<file path="config.mk">
export PLATFORM = sky130hd
export DESIGN_NAME = s9234_n1146_bist_driver_flat
export DESIGN_NICKNAME = d
export VERILOG_FILES = /design/src/rtl/s9234_n1146_bist_driver_if.sv /design/src/rtl/s9234_n1146_bist_driver.sv /design/src/flat_wrapper.sv
export SDC_FILE = /design/constraint.sdc
export NUM_CORES = 1
export LEC_CHECK = 0
export ABC_AREA = 1
export BUFFER_PORTS_ARGS = -buffer_cell sky130_fd_sc_hd__buf_2
export CAP_MARGIN = 0
export CELL_PAD_IN_SITES_DETAIL_PLACEMENT = 1
export CELL_PAD_IN_SITES_GLOBAL_PLACEMENT = 1
export CORE_MARGIN = 1
export CORE_UTILIZATION = 35
export CTS_BUF_LIST = sky130_fd_sc_hd__clkbuf_8
export CTS_CLUSTER_DIAMETER = 40
export DETAILED_ROUTE_END_ITERATION = 12
export PLACE_DENSITY_LB_ADDON = 0.1
export SLEW_MARGIN = 20
export SYNTH_ARGS = -nofsm -noshare
export SYNTH_HDL_FRONTEND = slang
export SYNTH_SLANG_ARGS = --single-unit
</file>
<file path="constraint.sdc">
create_clock -name clock -period 2.7 [get_ports clock]
set_input_delay 0.54 -clock clock [delete_from_list [all_inputs] [get_ports clock]]
set_output_delay 0.54 -clock clock [all_outputs]
set_load 0.05 [all_outputs]
</file>
<file path="src/rtl/s9234_n1146_bist_driver_if.sv">
// Control, pattern and signature bundle between the s9234 n1146 BIST driver and its wrapper.
// The slave side is the BIST driver; the master side is the wrapper/controller.
interface s9234_n1146_bist_driver_if;
  logic        start;
  logic        seed_load;
  logic [17:0] seed_in;
  logic [17:0] pat_out;
  logic        resp_in;
  logic        busy;
  logic        done;
  logic [15:0] signature;
  logic [15:0] pattern_count;

  modport master (
    output start, seed_load, seed_in, resp_in,
    input  pat_out, busy, done, signature, pattern_count
  );

  modport slave (
    input  start, seed_load, seed_in, resp_in,
    output pat_out, busy, done, signature, pattern_count
  );
endinterface

</file>
<file path="src/rtl/s9234_n1146_bist_driver.sv">
// LFSR pattern source and serial 16-bit MISR compactor for the n1146 cone of s9234.
// Responses arrive RESP_LAT cycles after their vector and are tagged by a valid delay line.
module s9234_n1146_bist_driver #(
  parameter int          NUM_PATTERNS = 256,
  parameter int          RESP_LAT     = 0,
  parameter logic [17:0] DEFAULT_SEED = 18'h00001
) (
  input logic                       clock,
  input logic                       reset,
  s9234_n1146_bist_driver_if.slave  bus
);

  if (NUM_PATTERNS < 1 || NUM_PATTERNS > 65535) begin : g_bad_num_patterns
    $error("NUM_PATTERNS must be in 1..65535");
  end
  if (RESP_LAT < 0 || RESP_LAT > 2) begin : g_bad_resp_lat
    $error("RESP_LAT must be 0, 1 or 2");
  end

  typedef enum logic [1:0] {IDLE, RUN, DRAIN, DONE} state_t;

  localparam int          VW   = (RESP_LAT == 0) ? 1 : RESP_LAT;
  localparam logic [15:0] LAST = 16'(NUM_PATTERNS);

  state_t      state_q, state_d;
  logic [17:0] lfsr_q, lfsr_d;
  logic [15:0] sig_q, sig_d;
  logic [15:0] cnt_q, cnt_d;
  logic [VW-1:0] vld_q, vld_d;
  logic        busy_q, busy_d;
  logic        done_q, done_d;
  logic        in_run;
  logic        resp_valid;
  logic        fb;

  always_comb begin
    state_d    = state_q;
    lfsr_d     = lfsr_q;
    sig_d      = sig_q;
    cnt_d      = cnt_q;
    in_run     = (state_q == RUN);
    vld_d      = '0;
    vld_d[0]   = in_run;
    for (int i = 1; i < VW; i++) begin
      vld_d[i] = vld_q[i-1];
    end
    resp_valid = (RESP_LAT == 0) ? in_run : vld_q[VW-1];
    fb         = sig_q[15] ^ bus.resp_in;

    if (resp_valid) begin
      sig_d = {sig_q[14:0], 1'b0} ^ (fb ? 16'h1021 : 16'h0000);
    end

    // seed_load wins over start; the run must be requested again afterwards
    case (state_q)
      IDLE, DONE: begin
        if (bus.seed_load) begin
          lfsr_d = (bus.seed_in == '0) ? 18'h00001 : bus.seed_in;
        end else if (bus.start) begin
          state_d = RUN;
          sig_d   = '0;
          cnt_d   = '0;
        end
      end
      RUN: begin
        cnt_d  = cnt_q + 16'd1;
        lfsr_d = {lfsr_q[16:0], lfsr_q[17] ^ lfsr_q[10]};
        if (cnt_d == LAST) begin
          state_d = (RESP_LAT == 0) ? DONE : DRAIN;
        end
      end
      DRAIN: begin
        if (vld_d == '0) begin
          state_d = DONE;
        end
      end
      default: state_d = IDLE;
    endcase

    busy_d = (state_d == RUN) || (state_d == DRAIN);
    done_d = (state_d == DONE);
  end

  always_ff @(posedge clock) begin
    if (reset) begin
      state_q <= IDLE;
      lfsr_q  <= DEFAULT_SEED;
      sig_q   <= '0;
      cnt_q   <= '0;
      vld_q   <= '0;
      busy_q  <= 1'b0;
      done_q  <= 1'b0;
    end else begin
      state_q <= state_d;
      lfsr_q  <= lfsr_d;
      sig_q   <= sig_d;
      cnt_q   <= cnt_d;
      vld_q   <= vld_d;
      busy_q  <= busy_d;
      done_q  <= done_d;
    end
  end

  assign bus.pat_out       = lfsr_q;
  assign bus.busy          = busy_q;
  assign bus.done          = done_q;
  assign bus.signature     = sig_q;
  assign bus.pattern_count = cnt_q;

endmodule

</file>
<file path="src/flat_wrapper.sv">
// flat-port wrapper written by rule: the top's interface ports become plain ports
module s9234_n1146_bist_driver_flat 
#(
  parameter int          NUM_PATTERNS = 256,
  parameter int          RESP_LAT     = 0,
  parameter logic [17:0] DEFAULT_SEED = 18'h00001
)
  (clock, reset, bus_start, bus_seed_load, bus_seed_in, bus_resp_in, bus_pat_out, bus_busy, bus_done, bus_signature, bus_pattern_count);
  s9234_n1146_bist_driver_if bus_i ();
  input logic clock;
  input logic reset;
  input wire logic [$bits(bus_i.start)-1:0] bus_start;
  input wire logic [$bits(bus_i.seed_load)-1:0] bus_seed_load;
  input wire logic [$bits(bus_i.seed_in)-1:0] bus_seed_in;
  input wire logic [$bits(bus_i.resp_in)-1:0] bus_resp_in;
  output wire logic [$bits(bus_i.pat_out)-1:0] bus_pat_out;
  output wire logic [$bits(bus_i.busy)-1:0] bus_busy;
  output wire logic [$bits(bus_i.done)-1:0] bus_done;
  output wire logic [$bits(bus_i.signature)-1:0] bus_signature;
  output wire logic [$bits(bus_i.pattern_count)-1:0] bus_pattern_count;
  assign bus_i.start = bus_start;
  assign bus_i.seed_load = bus_seed_load;
  assign bus_i.seed_in = bus_seed_in;
  assign bus_i.resp_in = bus_resp_in;
  assign bus_pat_out = bus_i.pat_out;
  assign bus_busy = bus_i.busy;
  assign bus_done = bus_i.done;
  assign bus_signature = bus_i.signature;
  assign bus_pattern_count = bus_i.pattern_count;
  s9234_n1146_bist_driver #(.NUM_PATTERNS(NUM_PATTERNS), .RESP_LAT(RESP_LAT), .DEFAULT_SEED(DEFAULT_SEED)) u_core (.clock(clock), .reset(reset), .bus(bus_i));
endmodule
</file>
==> impl_metrics.py, run 1 <==
metrics = {
    "worst_setup_path": {
        "slowest_delay_ns": 0.41,
        "r2r_slack_ns": 0.50,
        "worstSetupPathType": "flip-flop to flip-flop",
        "critPathArrivalTime_ns": 2.39,
        "crit_buf_inv": 1,
        "start_kind": "flip-flop",
        "cp.depth": 16,
        "ff2ff_path_depth": 16,
        "crit_end": "u_core.bus.busy",
        "critPathSlowestCell": "dfxtp_1",
        "crit_fanout": 5,
        "rr_startpoint": "u_core.bus.pattern_count[1]",
        "crit_path_start": "u_core.bus.pattern_count[1]",
        "crit_chain": "ha_1 > nand3_2 > nor2_2 > nand2_1 > nand2_1 > nand2_1 > nor2_1 > nand2_1 > nor2_1 > nand2_1 > nand2_1 > nand2_1 > nand2_1 > ha_1 > inv_1 > nor2_1",
        "rr_endpoint": "u_core.bus.busy",
        "crit_path_end_kind": "flip-flop",
        "required_ns": 2.89,
        "path_delay_family": "simple AND/OR/NAND/NOR gates",
        "cp_common_cell": "nand2_1",
    },
    "drt": {
        "ant_nets": 0,
        "drt-met1-wl_um": 3340,
        "wl_met2_um": 3630,
        "via_count": 2704,
        "drcViolationCount": 0,
        "met3_length_um": 275,
        "highest_layer": "met4",
        "avgRoutedWirePerCell_um": 13.3,
        "drt_pre_antenna_iters": 4,
        "drt_wl_total_um": 7340,
        "first_iter_violations": 82,
        "via_per_inst": 4.91,
    },
    "placed_design": {
        "place_congestion": 0.734,
        "port-buffer-count": 74,
        "hpwl_um": 5350,
        "place_area_mm2": 0.00306,
    },
    "sta": {
        "period_share_pct": 81.3,
        "setup_viol": 0,
        "slew_violations": 0,
        "finClkSkew_ns": 0.00477,
        "fmax_mhz": 455,
        "fin_crit_ns": 2.20,
        "worst_pin_slew_ns": 0.640,
        "rsz0062_at_grt": "no",
        "max-slew-margin-rel_pct": 57.3,
        "finalHoldViolCount": 0,
        "fin_tns_setup_ns": 0,
    },
    "logic_synthesis": {
        "yosysWarnings": 0,
        "syn_nets": 410,
        "synth_area_per_cell_um2": 6.80,
        "synth_area_mm2": 0.00261,
        "synth-simple-area-share_pct": 31.0,
        "synth_top_family_by_area": "simple AND/OR/NAND/NOR gates",
        "synth_area_leader_cell": "dfxtp_1",
        "synth-seq-cells": 54,
        "syn-instance-count": 383,
        "synth_cell_types": 29,
        "synth_top_area_share_pct": 41.5,
        "netlist_top_cells_area": "dfxtp_1, nand2_1, a21oi_1",
        "ys_seq_area_share_pct": 41.5,
        "muxShareOfSynthArea_pct": 0,
        "synthXorXnorAreaFrac_pct": 2.02,
        "synth-compound-area-share_pct": 17.0,
        "synthAdderAreaFrac_pct": 1.92,
    },
    "global_routing": {
        "track_usage_pct": 19.9,
        "gr-total-overflow": 0,
        "antenna_found_initial": 0,
        "grt_pass1_vias": 2587,
        "grt_max_degree": 37,
        "grt_pass1_wl_um": 12200,
    },
    "floorplan": {
        "fp.coreArea_mm2": 0.00721,
        "die_w_um": 88.3,
        "initial_core_util_pct": 36.1,
        "row_count": 31,
        "dieHeight_um": 88.3,
        "die_area_mm2": 0.00780,
        "io_pins": 75,
    },
    "cells_and_area": {
        "nets": 478,
        "fillerInstances": 1003,
        "drive_above_1_share_pct": 21.5,
        "most-common-layout-cells": "nand2_1, buf_2, dfxtp_1",
        "antenna_cells": 0,
        "multi_input_area_mm2": 0.00136,
        "finalInstanceArea_mm2": 0.00318,
        "syn_to_final_growth_pct": 21.9,
        "final_common_cell": "nand2_1",
        "seq_area_mm2": 0.00108,
    },
    "status": {
        "status": "finished, final reports clean",
    },
    "power_and_ir_drop": {
        "peakVddDrop_mv": 0.260,
        "p_leak_nw": 1.40,
        "powerDensity_mw_per_mm2": 574,
        "power.total_mw": 1.82,
    },
    "clocking": {
        "numCtsBuffers": 5,
        "ctsResizeCount": 0,
        "clock-root-buffer": "clkbuf_8",
        "clk_pin_slew_ns": 0.10,
        "cts_hold_buf": 0,
        "cts_setup_buffers": 0,
        "cts.sinks": 54,
        "clockBufferDepth": 2,
        "insertion_delay_ns": 0.31,
        "htree_num_levels": 2,
        "tritoncts": "done",
    },
    "flow_run": {
        "maxCapViolations": 0,
    },
    "min_path": {
        "min_path_type": "primary input to flip-flop",
    },
}
-- final cells by class --
class	instances	area share, %
timing repair buffer	78	12.6
sequential	54	34.0
clock inverter	3	1.42
tap	99	3.90
multi-input combinational	285	42.7
clock buffer	5	2.17
inverter	27	3.19
-- routing by layer --
metal / GRT usage (%) / vias up
li1: - / 1381
met1: 24.2 / 1265
met2: 35.7 / 51
met3: 3.45 / 7
met4: 6.01 / 0
met5: 0 / -
-- synthesized netlist by cell type --
library cell	n
nand2_1	126
dfxtp_1	54
a21oi_1	53
nor2_1	32
inv_1	26
o21ai_0	19
nand3_1	11
clkbuf_1	9
nand4_1	6
buf_2	5
a31oi_1	4
ha_1	4
xor2_1	4
buf_1	3
nor2_2	3
nor3_1	3
nor4_1	3
a211o_1	2
nand3_2	2
nand3b_1	2
nor2_4	2
o21bai_1	2
xnor2_1	2
a21oi_2	1
a2bb2oi_1	1
and3_1	1
inv_2	1
nand2_2	1
o211ai_1	1
-- worst register-to-register path, stage by stage, from the launching register on --
cell	delay [ns]
dfxtp_1	0.41
ha_1	0.23
nand3_2	0.12
nor2_2	0.23
nand2_1	0.09
nand2_1	0.07
nand2_1	0.06
nor2_1	0.09
nand2_1	0.07
nor2_1	0.12
nand2_1	0.08
nand2_1	0.06
nand2_1	0.08
nand2_1	0.08
ha_1	0.22
inv_1	0.05
nor2_1	0.03
-- power by group --
group | internal, mW | switching, mW
logic | 0.0957 | 0.301
registers | 0.841 | 0.0343
clock network | 0.276 | 0.274
total | 1.21 | 0.610
-- sequential cells by signal, indices dropped and copies added, names as in the netlist --
signal                    flops
u_core.bus.busy               1
u_core.bus.signature         16
u_core.bus.done               1
u_core.bus.pattern_count     16
u_core.bus.pat_out           18
u_core.state_q                2
-- how the worst min path moves through the flow --
stage / slack, ns / depth (start not counted) / end / startpoint
final: 0.48 / 3 / u_core.bus.pat_out[13] / bus_seed_in[13]
after global routing: 0.48 / 3 / u_core.bus.pat_out[2] / bus_seed_in[2]
after CTS: 0.48 / 3 / u_core.bus.pat_out[2] / bus_seed_in[2]
after detailed placement: 0.47 / 2 / u_core.bus.signature[6] / u_core.bus.signature[6]
after global placement: 0.46 / 2 / u_core.bus.signature[7] / u_core.bus.signature[7]
after floorplan: 0.54 / 4 / u_core.state_q[0] / u_core.state_q[0]
-- logic make-up after synthesis --
logic type,Yosys count
buffers and inverters,44
adder cells (fa/ha/maj),4
AND/OR/NAND/NOR,192
AO/OA/AOI/OAI,83
flip-flops,54
XOR/XNOR,6
-- stage by stage --
step | worst slack (ns) | utilization [%] | cells | hold WS [ns]
after global placement | 0.501 | 42.4 | 543 | 0.464
after detailed placement | 0.445 | 42.4 | 543 | 0.473
after global routing | 0.307 | 44.0 | 551 | 0.484
after CTS | 0.431 | 44.0 | 551 | 0.476
final | 0.504 | 44.0 | 551 | 0.484
after floorplan | 0.408 | - | 383 | 0.539
(Power assumes the default switching activity.)
==> run 2: changes to the inputs <==
Clock period 2.7 ns to 2.3 ns, I/O delays scaled along.
==> run 2 against run 1 <==
Against the previous run: highest routed layer unchanged; sequential power grew 18%; design area up 1.1%; combinational power grew 19%; die area unchanged; sequential share of layout area down 0.25 points; first-iteration DRC count grew 2.4%; clock power up 4.2%; register-to-register slack worse by 0.22 ns; largest power group unchanged; via count up 3.5%.
==> impl_metrics.py, run 2 (synthesis results as in run 1) <==
metrics = {
    "floorplan": {
        "fp.coreArea_mm2": 0.00721,
        "io_pins": 75,
        "initial_core_util_pct": 36.1,
        "die_w_um": 88.3,
        "row_count": 31,
        "dieHeight_um": 88.3,
        "die_area_mm2": 0.00780,
    },
    "placed_design": {
        "place_congestion": 0.739,
        "preCtsSetupSlack_ns": 0.238,
        "port-buffer-count": 74,
        "hpwl_um": 5440,
        "place_inst": 547,
        "place_area_mm2": 0.00309,
    },
    "min_path": {
        "min_path_type": "primary input to flip-flop",
        "holdPathStages": 3,
    },
    "clocking": {
        "numCtsBuffers": 5,
        "htree_num_levels": 2,
        "clockBufferDepth": 2,
        "cts.sinks": 54,
        "clock-root-buffer": "clkbuf_8",
        "cts_hold_buf": 0,
        "clk_pin_slew_ns": 0.10,
        "insertion_delay_ns": 0.31,
        "tritoncts": "done",
    },
    "worst_setup_path": {
        "crit_fanout": 17,
        "critPathArrivalTime_ns": 2.26,
        "start_kind": "flip-flop",
        "cp_common_cell": "inv_1",
        "slowest_delay_ns": 0.42,
        "crit_buf_inv": 4,
        "ff2ff_path_depth": 9,
        "critPathSlowestCell": "inv_1",
        "path_delay_family": "buffers and inverters",
        "crit_path_end_kind": "flip-flop",
        "worstSetupPathType": "flip-flop to flip-flop",
        "r2r_slack_ns": 0.29,
        "crit_chain": "inv_1 > ha_1 > inv_2 > nor2_1 > inv_1 > nand2_1 > inv_1 > a21oi_1 > a21oi_1",
        "required_ns": 2.55,
        "cp.depth": 9,
    },
    "cells_and_area": {
        "fillerInstances": 1006,
        "antenna_cells": 0,
        "finalNonFillerCells": 555,
        "seq_area_mm2": 0.00108,
        "fin_util_pct": 44.5,
        "drive_above_1_share_pct": 23.2,
        "syn_to_final_growth_pct": 23.2,
        "final_common_cell": "nand2_1",
        "largest_register_ffs": 18,
        "nets": 482,
        "most-common-layout-cells": "nand2_1, buf_2, a21oi_1",
        "multi_input_area_mm2": 0.00138,
        "finalInstanceArea_mm2": 0.00321,
    },
    "power_and_ir_drop": {
        "powerDensity_mw_per_mm2": 645,
        "p_leak_nw": 1.42,
        "peakVddDrop_mv": 0.293,
        "power.total_mw": 2.07,
    },
    "sta": {
        "fmax_mhz": 497,
        "worst_pin_slew_ns": 0.545,
        "setup_viol": 0,
        "max-slew-margin-rel_pct": 63.6,
        "finClkSkew_ns": 0.00287,
        "fin_tns_setup_ns": 0,
        "setup_slack_ns": 0.288,
        "period_share_pct": 87.5,
        "slew_violations": 0,
        "holdWs_ns": 0.404,
        "finalHoldViolCount": 0,
        "fin_crit_ns": 2.01,
    },
    "drt": {
        "drcViolationCount": 0,
        "via_count": 2798,
        "via_per_inst": 5.04,
        "drt_wl_total_um": 7520,
        "drt_pre_antenna_iters": 4,
        "first_iter_violations": 84,
        "ant_nets": 0,
        "avgRoutedWirePerCell_um": 13.5,
    },
    "global_routing": {
        "grt_pass1_wl_um": 12400,
        "grt_pass1_vias": 2737,
        "gr-total-overflow": 0,
        "track_usage_pct": 20.1,
        "grt_max_degree": 37,
        "antenna_found_initial": 0,
    },
    "status": {
        "status": "finished, final reports clean",
    },
    "flow_run": {
        "maxCapViolations": 0,
    },
}
-- run 2: cell type report --
cell class	count	share of cell area (%)
Tap cell	99	3.86
Clock inverter	2	0.390
Sequential cell	54	33.8
Inverter	27	3.16
Clock buffer	6	2.57
Timing Repair Buffer	82	13.4
Multi-Input combinational cell	285	42.9
-- run 2: final timing paths --
check                                               from                  endpoint
worst min-delay path                     bus_seed_in[10]    u_core.bus.pat_out[10]
worst max register to register         u_core.state_q[1]     u_core.bus.pat_out[1]
worst max-delay path                   u_core.state_q[1]     u_core.bus.pat_out[1]
worst min register to register  u_core.bus.signature[10]  u_core.bus.signature[10]
-- run 2: where the power goes --
| part | switching (mW) | internal [mW] |
|---|---|---|
| Combinational | 0.356 | 0.115 |
| Clock | 0.330 | 0.243 |
| Sequential | 0.0396 | 0.987 |
-- run 2: routing by layer --
layer | track usage (%) | share of wire [%] | routed length (µm) | vias up
li1 | - | - | - | 1388
met1 | 25.5 | 45 | 3380 | 1346
met2 | 35.2 | 50 | 3770 | 57
met3 | 3.54 | 3.9 | 290 | 7
met4 | 5.13 | 1.0 | 77 | 0
met5 | 0 | 0 | 0 | -
-- run 2: worst register-to-register path: stages (launching register included) --
cell and delay [ns]:
dfxtp_1 0.38, inv_1 0.07, ha_1 0.21, inv_2 0.25, nor2_1 0.12, inv_1 0.09
nand2_1 0.17, inv_1 0.42, a21oi_1 0.10, a21oi_1 0.15
-- run 2: what timing repair did --
action                                  CTS  global route
gates resized for setup                   0             8
setup buffers                             0             0
endpoints found under the setup margin    0             2
==> run 3: changes to the inputs <==
Settings changed: CORE_MARGIN 1 to 10.
==> run 3 against run 2 <==
Against the previous run: flip-flop and latch count unchanged; largest cell class unchanged; highest routed layer unchanged; cell count increased by 0.36%; total power decreased by 1.3%; critical endpoint is now u_core.bus.busy; clock-buffer cell count decreased by 1; die area increased by 45%; clock power decreased by 5.2%; first-iteration DRC count decreased by 26%; combinational power about the same; sequential share of layout area decreased by 0.10 points; setup slack got worse by 0.017 ns.
==> impl_metrics.py, run 3 (synthesis results as in run 1) <==
metrics = {
    "sta": {
        "slew_violations": 0,
        "finClkSkew_ns": 0.00961,
        "setup_viol": 0,
        "worst_pin_slew_ns": 0.554,
        "holdWs_ns": 0.399,
        "max-slew-margin-rel_pct": 63.0,
        "fin_tns_setup_ns": 0,
        "rsz0062_at_grt": "no",
        "fin_crit_ns": 2.03,
        "finalHoldViolCount": 0,
        "fmax_mhz": 493,
        "period_share_pct": 88.2,
        "setup_slack_ns": 0.271,
    },
    "clocking": {
        "tritoncts": "done",
        "numCtsBuffers": 5,
        "clockBufferDepth": 2,
        "ctsResizeCount": 0,
        "clock-root-buffer": "clkbuf_8",
        "insertion_delay_ns": 0.31,
        "clk_pin_slew_ns": 0.10,
        "cts_setup_buffers": 0,
        "htree_num_levels": 2,
        "cts.sinks": 54,
        "cts_hold_buf": 0,
    },
    "worst_setup_path": {
        "cp_common_cell": "nand2_1",
        "critPathArrivalTime_ns": 2.24,
        "rr_startpoint": "u_core.bus.pattern_count[0]",
        "required_ns": 2.51,
        "crit_chain": "ha_1 > nand2_1 > nor2_4 > nand3_1 > xor2_2 > nand2_1 > nor2_1 > nand2_1 > nand2_1 > nand2_1 > nand2_1 > ha_1 > inv_1 > nor2_1",
        "critPathSlowestCell": "dfxtp_1",
        "slowest_delay_ns": 0.39,
        "ff2ff_path_depth": 14,
        "worstSetupPathType": "flip-flop to flip-flop",
        "crit_path_start": "u_core.bus.pattern_count[0]",
        "crit_end": "u_core.bus.busy",
        "r2r_slack_ns": 0.27,
        "start_kind": "flip-flop",
        "crit_path_end_kind": "flip-flop",
        "crit_fanout": 4,
        "rr_endpoint": "u_core.bus.busy",
    },
    "drt": {
        "first_iter_violations": 62,
        "ant_nets": 0,
        "avgRoutedWirePerCell_um": 14.7,
        "drt_wl_total_um": 8160,
        "via_count": 2746,
        "drt_pre_antenna_iters": 4,
        "drcViolationCount": 0,
        "via_per_inst": 4.93,
    },
    "global_routing": {
        "grt_pass1_wl_um": 13500,
        "antenna_found_initial": 0,
        "gr-total-overflow": 0,
        "track_usage_pct": 14.4,
        "grt_max_degree": 37,
        "grt_pass1_vias": 2844,
    },
    "cells_and_area": {
        "nets": 484,
        "most-common-layout-cells": "nand2_1, buf_2, a21oi_1, dfxtp_1, nor2_1",
        "final_common_cell": "nand2_1",
        "antenna_cells": 0,
        "finalInstanceArea_mm2": 0.00321,
        "largest_register_ffs": 18,
        "fin_util_pct": 44.3,
        "syn_to_final_growth_pct": 23.3,
        "finalNonFillerCells": 557,
        "drive_above_1_share_pct": 22.7,
    },
    "floorplan": {
        "die_w_um": 106,
        "row_count": 31,
        "io_pins": 75,
        "fp.coreArea_mm2": 0.00725,
        "dieHeight_um": 106,
        "initial_core_util_pct": 35.9,
        "die_area_mm2": 0.0113,
    },
    "min_path": {
        "min_path_type": "primary input to flip-flop",
    },
    "power_and_ir_drop": {
        "power_frac_comb_pct": 23.2,
        "p_sw_share_pct": 35.5,
        "power.total_mw": 2.04,
        "clkPwrFrac_pct": 26.6,
        "p_sw_mw": 0.726,
        "p_leak_nw": 1.43,
        "seq_power_share_pct": 50.3,
        "powerDensity_mw_per_mm2": 636,
        "power.internal_mw": 1.32,
        "peakVddDrop_mv": 0.296,
    },
    "flow_run": {
        "maxCapViolations": 0,
    },
    "status": {
        "status": "finished, final reports clean",
    },
    "placed_design": {
        "place_inst": 549,
        "preCtsSetupSlack_ns": 0.204,
        "place_area_mm2": 0.00311,
        "hpwl_um": 6210,
        "place_congestion": 0.824,
        "port-buffer-count": 74,
    },
}
[run 3: worst min-delay path by stage]
stage | startpoint | to | cells after the start | slack, ns
after floorplan | u_core.state_q[0] | u_core.state_q[0] | 4 | 0.54
final | bus_seed_in[12] | u_core.bus.pat_out[12] | 3 | 0.40
after global routing | bus_seed_in[15] | u_core.bus.pat_out[15] | 3 | 0.39
after global placement | u_core.bus.signature[10] | u_core.bus.signature[10] | 2 | 0.46
after detailed placement | u_core.bus.signature[9] | u_core.bus.signature[9] | 2 | 0.47
after CTS | bus_seed_in[15] | u_core.bus.pat_out[15] | 3 | 0.40
[run 3: layer usage]
layer	routed length [µm]	track usage, %	vias up
met5	0	0	-
met4	77	3.48	0
met3	427	4.41	6
met2	3970	24.8	52
met1	3690	17.0	1300
li1	-	-	1388
[run 3: area by class of cell]
type	count	area, µm²
inverter	27	101
timing repair buffer	84	445
tap	99	124
clock inverter	3	21.3
fill	997	4040
multi-input combinational	285	1370
sequential	54	1080
clock buffer	5	68.8
[run 3: power by group through the flow]
| stage | Clock (mW) | Combinational [mW] | Sequential [mW] |
|---|---|---|---|
| 6_report | 0.543 | 0.473 | 1.03 |
| 2_1_floorplan | 0 | 0.173 | 1.22 |
| 3_3_place_gp | 0 | 0.474 | 1.05 |
| 3_5_place_dp | 0 | 0.480 | 1.05 |
| 4_1_cts | 0.568 | 0.481 | 1.03 |
| 5_1_grt | 0.604 | 0.516 | 1.04 |
[run 3: worst max-delay path, delay by kind of cell (launching register included)]
family | cells | cell delay (ns)
simple gates | 10 | 0.86
fa+ha+maj | 2 | 0.44
flops | 1 | 0.39
xor+xnor | 1 | 0.17
buf+inv | 1 | 0.05
